$ cat config.mk
export PLATFORM = sky130hd
export DESIGN_NAME = ram_1024x64_arbiter
export DESIGN_NICKNAME = d
export VERILOG_FILES = /design/src/rtl/ram_1024x64_arbiter.sv
export SDC_FILE = /design/constraint.sdc
export NUM_CORES = 1
export LEC_CHECK = 0
export CAP_MARGIN = 20
export CORE_AREA = 2 2 145 147
export CTS_CLUSTER_SIZE = 10
export DETAILED_ROUTE_END_ITERATION = 10
export DIE_AREA = 0 0 147 149
export PLACE_DENSITY = 0.47
export SYNTH_ARGS = -nofsm -noshare
export SYNTH_HDL_FRONTEND = slang
export SYNTH_SLANG_ARGS = --single-unit
$ cat constraint.sdc
create_clock -name CLK -period 3 [get_ports CLK]
set_clock_uncertainty 0.15 [all_clocks]
set_input_delay 0.3 -clock CLK [delete_from_list [all_inputs] [get_ports CLK]]
set_output_delay 0.3 -clock CLK [all_outputs]
set_load 0.02 [all_outputs]
$ cat src/rtl/ram_1024x64_arbiter.sv
// ram_1024x64_arbiter
//   Shares one single-port byte-writable SRAM macro between an instruction-fetch
//   requester (I, read-only) and a data requester (D, read/write with byte enables).
//   One access per cycle; round-robin when both request in the same cycle.
//   With INIT_ZERO=1 the whole array is cleared after reset before any request is served.
// Ports
//   CLK, RESETn               clock, asynchronous active-low reset
//   i_req/i_addr/i_gnt        I request, word address, combinational grant
//   i_rvalid/i_rdata          I read data, one cycle after grant
//   d_req/d_we/d_addr/d_wdata D request; d_we all-zero means read
//   d_gnt/d_rvalid/d_rdata    D grant (combinational), read data one cycle after read grant
//   init_done                 zero-fill finished, requests are being served
//   ram_EN/WE/A/Di/Do         SRAM macro pins
module ram_1024x64_arbiter #(
   parameter int unsigned AW        = 10,
   parameter int unsigned NB        = 8,
   parameter int unsigned INIT_ZERO = 1
) (
   input  logic              CLK,
   input  logic              RESETn,
   input  logic              i_req,
   input  logic [AW-1:0]     i_addr,
   output logic              i_gnt,
   output logic              i_rvalid,
   output logic [8*NB-1:0]   i_rdata,
   input  logic              d_req,
   input  logic [NB-1:0]     d_we,
   input  logic [AW-1:0]     d_addr,
   input  logic [8*NB-1:0]   d_wdata,
   output logic              d_gnt,
   output logic              d_rvalid,
   output logic [8*NB-1:0]   d_rdata,
   output logic              init_done,
   output logic              ram_EN,
   output logic [NB-1:0]     ram_WE,
   output logic [AW-1:0]     ram_A,
   output logic [8*NB-1:0]   ram_Di,
   input  logic [8*NB-1:0]   ram_Do
);

   localparam logic [AW-1:0] CLR_LAST = AW'((2**AW) - 1);

   typedef enum logic {S_CLEAR, S_RUN} state_t;

   state_t          state;
   logic [AW-1:0]   clr_cnt;
   logic            last_d;   // 1: most recent grant went to D

   // Read data is a straight pass-through of the macro output
   assign i_rdata = ram_Do;
   assign d_rdata = ram_Do;

   // Arbitration and macro pin drive; everything is forced idle while in reset
   always_comb begin
      i_gnt  = 1'b0;
      d_gnt  = 1'b0;
      ram_EN = 1'b0;
      ram_WE = '0;
      ram_A  = d_addr;
      ram_Di = d_wdata;
      if (RESETn) begin
         if (state == S_CLEAR) begin
            ram_EN = 1'b1;
            ram_WE = '1;
            ram_A  = clr_cnt;
            ram_Di = '0;
         end else begin
            // On conflict the port that did not win last time goes first
            i_gnt = i_req & (~d_req | last_d);
            d_gnt = d_req & ~i_gnt;
            if (i_gnt) begin
               ram_EN = 1'b1;
               ram_A  = i_addr;
            end else if (d_gnt) begin
               ram_EN = 1'b1;
               ram_WE = d_we;
            end
         end
      end
   end

   // Clear sequencer, round-robin history and read-valid pipeline
   always_ff @(posedge CLK or negedge RESETn) begin
      if (!RESETn) begin
         state     <= (INIT_ZERO != 0) ? S_CLEAR : S_RUN;
         clr_cnt   <= '0;
         last_d    <= 1'b1;
         init_done <= (INIT_ZERO == 0);
         i_rvalid  <= 1'b0;
         d_rvalid  <= 1'b0;
      end else begin
         i_rvalid <= i_gnt;
         d_rvalid <= d_gnt & (d_we == '0);
         if (i_gnt) begin
            last_d <= 1'b0;
         end else if (d_gnt) begin
            last_d <= 1'b1;
         end
         if (state == S_CLEAR) begin
            clr_cnt <= clr_cnt + AW'(1);
            if (clr_cnt == CLR_LAST) begin
               state     <= S_RUN;
               init_done <= 1'b1;
            end
         end
      end
   end

endmodule

==> Flow_metrics.wiki <==
{| class="wikitable"
! Metric !! Value
|-
| Result of the run || finished, final reports clean
|-
| Total power after layout || 904 uW
|-
| Maximum single-stage delay on the critical path || 600 ps
|-
| Number of buffers created by CTS || 3
|-
| Layout overhead on the synthesized area || 51.4%
|-
| Largest net degree at the start of global routing || 65
|-
| Worst Max-Slew Pin Slew || 573 ps
|-
| Worst-path fanout max || 12
|-
| Proportion of synthesized flip-flops having asynchronous set or reset || 1.00
|-
| Final Hold Violating Endpoints || 0
|-
| Fmax achieved || 364 MHz
|-
| Final critical delay including setup and external delays || 2750 ps
|-
| Core Rows || 53
|-
| Required arrival time at the worst endpoint || 2550 ps
|-
| Wire length of the first global-routing pass || 14400 um
|-
| Hold_buf cts || 0
|-
| Total number of yosys warnings || 0
|-
| H-tree depth || 1
|-
| Total global routing overflow || 0
|-
| Diode insertion count for antenna repair || 0
|-
| Sum of negative setup slack || 0 ps
|-
| Library cell with the largest summed area after synthesis || buf_4
|-
| Post-route ant nets || 0
|-
| Pwr dens || 234 nW/um2
|-
| CP cell instances || clkdlybuf4s50_1 > buf_4 > nor2b_1 > a21o_1 > clkdlybuf4s50_1
|-
| Max clock buf depth || 2
|-
| CP most frequent cell || clkdlybuf4s50_1
|-
| Average vias per placed instance || 3.37
|-
| Cells after synthesis || 319
|-
| Dominant cells by area after synthesis || buf_4 (38%), and2_1 (16%), dfrtp_1 (14%), nor4b_2 (4.7%), a211oi_1 (2.9%)
|-
| Clock tree from TritonCTS || yes
|-
| Residual DRC || 0
|-
| Number of setup violations in the final report || 0
|-
| Number of antenna violations at the first check in global routing || 0
|-
| Setup repair after global routing missed its margin || false
|-
| Mapped Nets || 480
|-
| Distinct cell type count after synthesis || 34
|-
| Via count || 2182
|-
| Class of the worst hold path || primary input to async pin
|-
| DRT Wirelength || 10600 um
|-
| Effective utilization at floorplan || 0.124
|-
| Tightest hold margin || 318 ps
|-
| Synth Cell Area || 2550 um2
|-
| Commonest non-fill, non-tap cells in the layout || clkdlybuf4s50_1 (182), and2_1 (64), dfrtp_1 (14)
|-
| Total buffers and inverters traversed by the critical path || 3
|-
| Most frequent standard cell in the layout excluding fill and tap cells || clkdlybuf4s50_1
|-
| Part of the Yosys area used for sequential elements || 0.148
|-
| Final Wtd Congestion || 0.753
|-
| Max Slew Vio Count || 0
|-
| PortBufs || 183
|-
| Layout filler cell count || 2268
|-
| Final Util || 0.188
|-
| Standard cell core area || 20600 um2
|-
| Master of the slowest instance on the critical path || clkdlybuf4s50_1
|-
| Post-synth top area share || 0.383
|-
| Startpoint kind of the worst setup timing path || primary input
|-
| Total routing resource utilization after global routing || 0.0867
|-
| Count of pins on the block boundary || 376
|-
| Net count reported at finish || 534
|-
| DP HPWL || 9170 um
|-
| Most used flip-flop cell after synthesis || dfrtp_1
|-
| Cell at the root of the clock tree || clkbuf_16
|-
| Drt first-iter violations || 56
|-
| Number of resized instances in the post-cts repair step || 0
|-
| Total of max-cap violations || 0
|-
| Setup repair bufs after CTS || 0
|-
| Pleak || 0.00151 uW
|-
| Ratio of final minimum period to clock period || 0.916
|-
| Flop and latch count out of synthesis || 15
|-
| Die area || 21900 um2
|-
| Number of enable flip-flop cells after synthesis || 0
|-
| Clock transition time at the flip-flop clock pins of the worst setup and hold paths || 50 ps
|-
| Worst-case headroom to the max-slew limit || 0.616
|-
| Critical Setup Path Class || primary input to primary output
|-
| Fraction of final layout cells with drive strength greater than 1 || 0.0806
|-
| Detailed-routing iteration count for the pre-antenna-repair pass || 4
|-
| Average instance area after synthesis || 7.99 um2
|-
| Horizontal die dimension || 147 um
|-
| Routed wirelength normalized by instance count || 16.3 um
|-
| Worst vdd rail ir drop || 0.160 mV
|-
| Die Ht || 149 um
|-
| Vias in the first global route || 2229
|-
| Arrival time at the worst endpoint || 2300 ps
|-
| Gate family responsible for the most delay along the worst path || buffers and inverters
|-
| Clock latency of the later-clocked register in the worst-skew pair || 250 ps
|-
| Number of sinks on the clock net || 15
|-
| Endpoint type of the worst setup path || primary output
|}
[metrics by stage]
stage               setup slack (ps)  instance area [um2]  cells
finish                           251                 3860    647
global route                    86.8                 3860    647
CTS                              185                 3860    647
detailed placement               192                 3780    643
global placement                 261                 3780    643
floorplan                       1170                 2550    319
[report_power, final]
part / internal, uW / switching (uW) / leakage, uW
sequential: 203 / 0 / 0.000191
combinational: 251 / 180 / 0.00128
clock: 180 / 90.0 / 0.0000371
[state kept, by name, summed over array words and instances (netlist names)]
name,cells
clr_cnt,10
d_rvalid,1
i_rvalid,1
init_done,1
last_d,1
state,1
[synth_stat cells, types with 2 or more instances]
cell type  count
nor4b_1        2
nor4_1         2
a21o_1         9
clkbuf_1       3
nand2b_1       3
buf_4        130
o22ai_1       10
inv_1         10
a211oi_1      10
nor2b_1        2
xor2_1         3
xnor2_1        6
and2_1        64
dfrtp_1       14
and3_1         4
nand4_1        2
nor4b_2        8
nor2_1         4
buf_2         10
nand2_1        9
[cell families after synthesis]
group / count (synthesis) / synth area share
xor+xnor: 9 / 0.0309
compound gates: 33 / 0.0937
flops: 15 / 0.148
simple gates: 106 / 0.292
buf+inv: 154 / 0.426
fa+ha+maj: 1 / 0.00491
mux: 1 / 0.00442
[final timing paths]
kind                                              from                     end  slack (ps)  cells after the start
worst max-delay path                            RESETn               ram_WE[3]         250                      5
min in group CLK                 init_done$_DFFE_PN0P_   init_done$_DFFE_PN0P_         350                      1
worst min-delay path                            RESETn  clr_cnt[0]$_DFFE_PN0N_         320                      2
worst min register to register   init_done$_DFFE_PN0P_   init_done$_DFFE_PN0P_         350                      1
max in group asynchronous                       RESETn      last_d$_DFFE_PN1P_        2130                      2
worst max register to register  clr_cnt[0]$_DFFE_PN0N_  clr_cnt[6]$_DFFE_PN0N_        1540                      4
[final cells by class]
class                      count  area (um2)  area share
clock buffer                   3        75.1      0.0194
clock inverter                 1        7.51     0.00194
inverter                      10        37.5     0.00972
timing repair buffer         193        1930       0.500
multi-input combinational    150        1090       0.282
sequential                    15         377      0.0976
tap                          275         344      0.0891
[routing by layer]
layer / track usage / share of wire / vias up
met5: 0 / 0 / -
met1: 0.0772 / 0.31 / 959
li1: - / - / 1010
met2: 0.163 / 0.52 / 194
met4: 0.0202 / 0.011 / 0
met3: 0.0569 / 0.16 / 19
(Power assumes the default switching activity.)
